[src/rtl/cpu_pkg.sv]
// Shared SPI memory arbiter types.
// Commands, arbiter states, targets and frame lengths.
package cpu_pkg;

  localparam logic [7:0] SPI_CMD_READ  = 8'h03;
  localparam logic [7:0] SPI_CMD_WRITE = 8'h02;

  localparam logic [5:0] FETCH_BITS = 6'd48;
  localparam logic [5:0] DATA_BITS  = 6'd40;

  typedef enum logic [2:0] {
    IDLE,
    CMD,
    ADDR,
    DATA,
    DONE,
    GAP
  } arb_state_t;

  typedef enum logic {
    TGT_FLASH = 1'b0,
    TGT_RAM   = 1'b1
  } tgt_t;

endpackage

[src/rtl/spi_mem_arbiter_shift.sv]
// SPI mode-0 shift engine: sclk divider, tx/rx shifters,
// bit counter and a done strobe one cycle after the last fall.
module spi_shift_engine #(
  parameter int CLK_DIV = 1
) (
  input  logic        clk,
  input  logic        rst_n,
  input  logic        start,
  input  logic [47:0] tx_data,
  input  logic [5:0]  nbits,
  input  logic        miso,
  output logic        sclk,
  output logic        mosi,
  output logic [15:0] rx_data,
  output logic [5:0]  bit_cnt,
  output logic        done
);

  localparam int DW = (CLK_DIV > 1) ? $clog2(CLK_DIV) : 1;

  logic          active;
  logic          tail;
  logic [DW-1:0] div_cnt;
  logic [47:0]   tx_sh;
  logic [5:0]    nbits_q;
  logic          half_end;

  assign half_end = (div_cnt == DW'(CLK_DIV - 1));
  // Unused tail bits of every frame are zero, so mosi idles low.
  assign mosi = tx_sh[47];
  assign done = tail;

  always_ff @(posedge clk or negedge rst_n) begin
    if (!rst_n) begin
      active  <= 1'b0;
      tail    <= 1'b0;
      div_cnt <= '0;
      sclk    <= 1'b0;
      tx_sh   <= '0;
      rx_data <= '0;
      bit_cnt <= '0;
      nbits_q <= '0;
    end else if (start) begin
      active  <= 1'b1;
      tail    <= 1'b0;
      div_cnt <= '0;
      sclk    <= 1'b0;
      tx_sh   <= tx_data;
      bit_cnt <= '0;
      nbits_q <= nbits;
    end else if (tail) begin
      active <= 1'b0;
      tail   <= 1'b0;
    end else if (active) begin
      if (!half_end) begin
        div_cnt <= div_cnt + DW'(1);
      end else begin
        div_cnt <= '0;
        if (!sclk) begin
          sclk    <= 1'b1;
          rx_data <= {rx_data[14:0], miso};
        end else begin
          sclk    <= 1'b0;
          bit_cnt <= bit_cnt + 6'd1;
          tx_sh   <= {tx_sh[46:0], 1'b0};
          if (bit_cnt == nbits_q - 6'd1)
            tail <= 1'b1;
        end
      end
    end
  end

endmodule

[src/rtl/spi_mem_arbiter.sv]
// Shares one SPI master between flash fetch and SPI RAM data,
// round-robin arbitration with one chip select per device.
module spi_mem_arbiter
  import cpu_pkg::*;
#(
  parameter int CLK_DIV = 1,
  parameter int CS_GAP  = 2
) (
  input  logic        clk,
  input  logic        rst_n,
  input  logic        if_req,
  input  logic [15:0] if_addr,
  output logic [15:0] if_rdata,
  output logic        if_ready,
  input  logic        d_req,
  input  logic        d_we,
  input  logic [15:0] d_addr,
  input  logic [7:0]  d_wdata,
  output logic [7:0]  d_rdata,
  output logic        d_ready,
  output logic        spi_cs_flash_n,
  output logic        spi_cs_ram_n,
  output logic        spi_mosi,
  input  logic        spi_miso,
  output logic        spi_sclk
);

  localparam int GW = $clog2(CS_GAP + 1);

  arb_state_t    state;
  arb_state_t    state_nx;
  tgt_t          tgt;
  logic          we_q;
  logic          prio_ram;
  logic [GW-1:0] gap_cnt;
  logic          grant;
  logic          grant_ram;
  logic [47:0]   tx_frame;
  logic [5:0]    nbits;
  logic [15:0]   rx_data;
  logic [5:0]    bit_cnt;
  logic          eng_done;
  logic          busy;

  spi_shift_engine #(
    .CLK_DIV(CLK_DIV)
  ) u_eng (
    .clk    (clk),
    .rst_n  (rst_n),
    .start  (grant),
    .tx_data(tx_frame),
    .nbits  (nbits),
    .miso   (spi_miso),
    .sclk   (spi_sclk),
    .mosi   (spi_mosi),
    .rx_data(rx_data),
    .bit_cnt(bit_cnt),
    .done   (eng_done)
  );

  // Data wins only when alone or when it holds the rr priority.
  always_comb begin
    grant     = (state == IDLE) && (if_req || d_req);
    grant_ram = d_req && (!if_req || prio_ram);
    tx_frame  = {SPI_CMD_READ, 7'b0, if_addr, 1'b0, 16'h0};
    nbits     = FETCH_BITS;
    if (grant_ram) begin
      nbits = DATA_BITS;
      if (d_we)
        tx_frame = {SPI_CMD_WRITE, 8'h0, d_addr, d_wdata, 8'h0};
      else
        tx_frame = {SPI_CMD_READ, 8'h0, d_addr, 16'h0};
    end
  end

  always_ff @(posedge clk or negedge rst_n) begin
    if (!rst_n)
      state <= IDLE;
    else
      state <= state_nx;
  end

  always_comb begin
    state_nx = state;
    unique case (state)
      IDLE: if (grant) state_nx = CMD;
      CMD:  if (bit_cnt == 6'd8) state_nx = ADDR;
      ADDR: if (bit_cnt == 6'd32) state_nx = DATA;
      DATA: if (eng_done) state_nx = DONE;
      DONE: state_nx = GAP;
      GAP:  if (gap_cnt == GW'(CS_GAP - 1)) state_nx = IDLE;
      default: state_nx = IDLE;
    endcase
  end

  always_comb begin
    busy = (state == CMD) || (state == ADDR) || (state == DATA);
    spi_cs_flash_n = !(busy && (tgt == TGT_FLASH));
    spi_cs_ram_n   = !(busy && (tgt == TGT_RAM));
    if_ready = (state == DONE) && (tgt == TGT_FLASH);
    d_ready  = (state == DONE) && (tgt == TGT_RAM);
  end

  always_ff @(posedge clk or negedge rst_n) begin
    if (!rst_n) begin
      tgt      <= TGT_FLASH;
      we_q     <= 1'b0;
      prio_ram <= 1'b0;
      gap_cnt  <= '0;
      if_rdata <= '0;
      d_rdata  <= '0;
    end else begin
      if (grant) begin
        tgt      <= grant_ram ? TGT_RAM : TGT_FLASH;
        we_q     <= grant_ram && d_we;
        prio_ram <= !grant_ram;
      end
      if (state == GAP)
        gap_cnt <= gap_cnt + GW'(1);
      else
        gap_cnt <= '0;
      if ((state == DATA) && eng_done) begin
        if (tgt == TGT_FLASH)
          if_rdata <= rx_data;
        else if (!we_q)
          d_rdata <= rx_data[7:0];
      end
    end
  end

endmodule

[config.mk]
export PLATFORM = sky130hd
export DESIGN_NAME = spi_mem_arbiter
export DESIGN_NICKNAME = d
export VERILOG_FILES = /design/src/rtl/cpu_pkg.sv /design/src/rtl/spi_mem_arbiter_shift.sv /design/src/rtl/spi_mem_arbiter.sv
export SDC_FILE = /design/constraint.sdc
export NUM_CORES = 1
export LEC_CHECK = 0
export BUFFER_PORTS_ARGS = -buffer_cell sky130_fd_sc_hd__buf_2
export CAP_MARGIN = 5
export CORE_ASPECT_RATIO = 1.25
export CORE_UTILIZATION = 34
export DETAILED_ROUTE_END_ITERATION = 10
export SLEW_MARGIN = 20
export SYNTH_ARGS = -nofsm -noshare
export SYNTH_HDL_FRONTEND = slang
export SYNTH_SLANG_ARGS = --single-unit
[constraint.sdc]
create_clock -name clk -period 2.4 [get_ports clk]
set_input_delay 0.24 -clock clk [delete_from_list [all_inputs] [get_ports clk]]
set_output_delay 0.24 -clock clk [all_outputs]
set_load 0.005 [all_outputs]
### Word-level counts from Yosys, hierarchy flattened

Index checks and enable logic that the tools add are counted.

| cells by class | value |
|---|---|
| add/subtract/negate cells | 4 |
| equal/unequal tests | 16 |
| mux-type cells | 38 |
| bitwise operators | 6 |
| reductions and logical operators | 27 |

Operator list:

| operator | count |
|---|---|
| 48-bit 2-to-1 mux | 6 |
| 41-bit 2-to-1 mux | 1 |
| 6-bit 2-to-1 mux | 5 |
| 1-bit 2-to-1 mux | 18 |
| 3-bit case mux with 6 select lines | 1 |
| 3-bit 2-to-1 mux | 5 |
| 2-bit inequality test, second input constant | 6 |
| 5-bit AND reduction | 2 |
| 1-bit logical AND | 8 |
| 6-bit by 1-bit adder with 6-bit output, second input constant | 1 |
| 3-bit by 2-bit == test with 1-bit output, second input constant | 2 |
| 3-bit == test, second input constant | 2 |
| 6-bit by 4-bit == test with 1-bit output, second input constant | 1 |
| 6-bit == test | 1 |
| 6-bit == test, second input constant | 1 |
| 1-bit inverter | 6 |
| 3-bit AND reduction | 2 |
| 2-bit nonzero test | 3 |
| 6-bit by 1-bit subtractor with 6-bit output, second input constant | 1 |
| 5-bit 2-to-1 mux | 1 |
| 1-bit zero test | 4 |
| 1-bit logical OR | 4 |
| 2-bit AND reduction | 2 |
| 4-bit AND reduction | 1 |
| 7 further kinds | 7 |

| word-level totals | value |
|---|---|
| flip-flop bits (word level) | 112 |
| input port bits | 46 |
| output and inout bits | 30 |
| word-level logic and storage cells | 106 |

### Logic depth before layout (Yosys ltp)

| depth | value |
|---|---|
| depth in word-level cells | 8 |
| mapped depth | 7 |
| mapped depth without buffers | 6 |

### Cells and area by module

A second synthesis with hierarchy kept.

| unflattened totals | value |
|---|---|
| cells, all modules | 455 |
| area total of the unflattened synthesis | 5,285.1 µm² |

Modules (own cells, without submodules):

| module | times used | cells an instance | area each (µm²) | seq. area each (µm²) |
|---|---|---|---|---|
| spi_shift_engine | 1 | 320 | 3,624.7 | 1,976.9 |
| spi_mem_arbiter | 1 | 135 | 1,660.3 | 800.8 |

### Worst setup path after synthesis

No wires, ideal clock.

| timing | value |
|---|---|
| path kind | register -> register |
| from | register state[1] |
| to | register u_eng.rx_data[10] |
| setup time | 0.125 ns |
| arrival | 1.746 ns |
| required time | 2.275 ns |
| path slack | 0.529 ns |
| cell stages (with the launch flop) | 8 |
| buffers on the path | 3 |
| period minus slack after synthesis | 1.871 ns |
| cells stage by stage | dfrtp_1 or2_1 buf_6 nor3_2 or3_1 buf_6 buf_6 mux2_4 |

| between the ends | value |
|---|---|
| word-level cells in the longest chain between the ends | 4 |

RTL lines:

| what | RTL line | source |
|---|---|---|
| start, declared | spi_mem_arbiter.sv:30 | `arb_state_t state;` |
| start signal, assigned | spi_mem_arbiter.sv:80 | `state <= state_nx;` |
| 3-bit zero test | spi_mem_arbiter.sv:63 | `grant = (state == IDLE) && (if_req \|\| d_req);` |
| 1-bit logical AND | spi_mem_arbiter.sv:63 |  |
| 1-bit inverter (no source line) | n/a |  |
| 5-bit AND reduction (no source line) | n/a |  |
| end signal, assigned | spi_mem_arbiter_shift.sv:61 | `rx_data <= {rx_data[14:0], miso};` |
| end, declared | spi_mem_arbiter_shift.sv:14 | `output logic [15:0] rx_data,` |

Every way passes these cells.
A chain may end at the register's enable or synchronous reset.

### Worst setup path in the final report

| timing | value |
|---|---|
| from | register state[1] |
| to | register u_eng.rx_data[3] |

Same word-level chain as after synthesis.

==> results.cfg <==
[worst_hold_path]
hold_path_depth = 3
hp-class = primary input to flop
hold_path_end = u_eng.tx_sh[16]
worstHoldStart = d_addr[0]

[drt]
via_count = 3194
wl_per_cell_um = 13.6
wirelength_um = 8830
drc = 0
drtAntennaViolNets = 0
vias_per_cell = 4.91
drt-pass1-iter-count = 4
drt_iter0_drc = 100

[clock_network]
clk_pin_slew_ns = 0.07
cts_buffer_depth = 2
cts_setup_buffers = 0
numCtsBuffers = 9
cts.repair.resized = 0
cts-hold-fix-buffers = 1
cts_sinks = 98
cts_tree = yes
clk_latency_ns = 0.35
ctsRootBufferMaster = clkbuf_16
h-tree-depth = 3

[setup_path]
critPathSlowestCell = dfrtp_1
crit_family = simple AND/OR/NAND/NOR gates
worst_ep_required_time_ns = 2.63
endpoint_kind = flop
cp_data_arrival_time_ns = 2.17
worstSetupPathType = flop to flop
reg2reg_slack_ns = 0.46
timing.rr.end = u_eng.rx_data[3]
start_kind = flop
slowest_delay_ns = 0.45
crit_buf_inv = 1
cp_cell_sequence = or2_1 > nor3_2 > or3_1 > buf_4 > mux2_2
reg2reg_depth = 5
path_max_fanout = 16
r2r-start = state[1]

[cells_and_area]
layout-drive-gt1-share = 0.307
syn2layout_area_growth_pct = 20.4
layout.nets = 531
fin_cells = 650
nFillCells = 1236
finish.utilization = 0.426
n_antenna_cell = 0

[sta]
drv_slew = 0
post-route-period-util = 0.808
clock_skew_ns = 0.00732
setup_viol = 0
grt_setup_unrepaired = false
setup_tns_ns = 0
max_freq_mhz = 515
hold_viol = 0
max-slew-margin-rel = 0.591
post-route-min-period_ns = 1.94
worst_slew_pin_slew_ns = 0.614
finalWorstSetupSlack_ns = 0.460

[global_route]
grt_max_degree = 44
grt-ovfl-total = 0
globalRouteTotalUtil = 0.147
grt_pass1_wl_um = 15200
grt_pass1_vias = 3249
grt_antenna_before_repair = 0

[pwr]
leakage_nw = 2.49
power_frac_clock = 0.223
comb_power_share = 0.357
ir_worst_vdd_mv = 0.560
switching_share = 0.360
seqPwrFrac = 0.420
power_density_nw_per_um2 = 1210
p_int_mw = 4.06
power.switching_mw = 2.28
p_total_mw = 6.35

[die]
ioPinCount = 76
die_h_um = 128
rows = 45
dieArea_um2 = 13200
start_util = 0.354
die_w_um = 103
core_um2 = 12300

[synthesis]
syn_nets = 455
synth-seq-area-share = 0.565
syn_area_um2 = 4340
ys_warn_count = 0
synth_cell_types = 40
syn_area_per_cell_um2 = 10.7
synth_commonest_cells = dfrtp_1, nand2_1, nor2_1
synth_top_area_frac = 0.565
synth_area_leaders = dfrtp_1, mux2_2, nand2_1
ys_ff_latch = 98
synth_top_cell_by_area = dfrtp_1
syn_inst = 405
synth_most_common_cell = dfrtp_1
synth-edff-count = 0
ys.flop_type = dfrtp_1
asyncSetResetFlopFracSynth = 1.00

[job]
drv_cap = 0

[place]
gp_congestion = 0.764
dp_cells = 633
dp_hpwl_um = 5950
portBuffers = 75
post-place-ws_ns = 0.465

[status]
run_status = finished clean
==> cell type report <==
cell class              count  area, um2  share of cell area
repair buffers             89        498              0.0953
clock inverters             6       56.3              0.0108
clock buffers              10        239              0.0457
multi-input cells         275       1750               0.334
well taps                 164        205              0.0393
flip-flops and latches     98       2450               0.469
inverters                   8       30.0             0.00575
==> state kept, by name (all words and copies together) (netlist names) <==
register / cells
u_eng.sclk: 1
we_q: 1
u_eng.nbits_q: 3
gap_cnt: 2
u_eng.active: 1
u_eng.done: 1
if_rdata: 16
u_eng.tx_sh: 40
u_eng.bit_cnt: 6
state: 3
d_rdata: 8
u_eng.rx_data: 16
==> how the worst max path moves through the flow <==
stage          startpoint                 to  slack, ns  cells after the start
2_1_floorplan    state[1]  u_eng.rx_data[10]       0.53                      7
3_3_place_gp     state[1]   u_eng.rx_data[3]       0.51                      5
3_5_place_dp     state[1]   u_eng.rx_data[5]       0.46                      5
4_1_cts          state[1]   u_eng.rx_data[3]       0.45                      5
5_1_grt          state[1]   u_eng.rx_data[5]       0.33                      5
6_report         state[1]   u_eng.rx_data[3]       0.46                      5
==> metal layers <==
metal | GRT usage | vias up | wire (um)
met2 | 0.239 | 74 | 4200
met4 | 0.0605 | 0 | 185
li1 | - | 1535 | -
met3 | 0.0353 | 14 | 379
met5 | 0 | - | 0
met1 | 0.188 | 1571 | 4070
==> layout by cell type, fill, tap and decap left out, drive strengths merged, types with 3 or more instances in the layout <==
master	netlist	layout
ha	4	4
xor2	7	7
dfrtp	98	98
nor2b	3	3
a31oi	16	16
clkbuf	15	10
mux2	40	40
and3	3	3
a21o	3	3
nor2	37	37
nand2	71	71
nand3	12	12
inv	8	11
nor3	3	3
buf	9	88
o21ai	26	26
a21oi	26	26
==> power by group through the flow <==
| stage | logic, mW | clock network, mW | registers [mW] |
|---|---|---|---|
| 2_1_floorplan | 1.81 | 0 | 2.57 |
| 3_3_place_gp | 2.24 | 0 | 2.68 |
| 3_5_place_dp | 2.30 | 0 | 2.69 |
| 4_1_cts | 2.31 | 1.47 | 2.67 |
| 5_1_grt | 2.57 | 1.54 | 2.75 |
| 6_report | 2.27 | 1.42 | 2.66 |
==> cell families (layout without fill, tap and decap cells) <==
kind of cell | count (synthesis) | count (layout) | share of synthesized area
AO/OA/AOI/OAI | 79 | 79 | 0.114
buffers and inverters | 32 | 113 | 0.0352
flip-flops | 98 | 98 | 0.565
XOR/XNOR | 9 | 9 | 0.0182
AND/OR/NAND/NOR | 143 | 143 | 0.144
adder cells (fa/ha/maj) | 4 | 4 | 0.0115
multiplexers | 40 | 40 | 0.112
==> worst min-delay path: stages <==
cell     delay [ns]
buf_2          0.10
nand2_1        0.05
a21oi_1        0.05
==> per-stage QoR <==
| step | hold slack (ns) | area, um2 |
|---|---|---|
| floorplan | -0.0556 | 4340 |
| global placement | 0.211 | 4920 |
| detailed placement | 0.220 | 4920 |
| CTS | 0.119 | 5230 |
| global route | 0.132 | 5230 |
| finish | 0.127 | 5230 |
No activity file was read; power rests on OpenSTA's default activity.
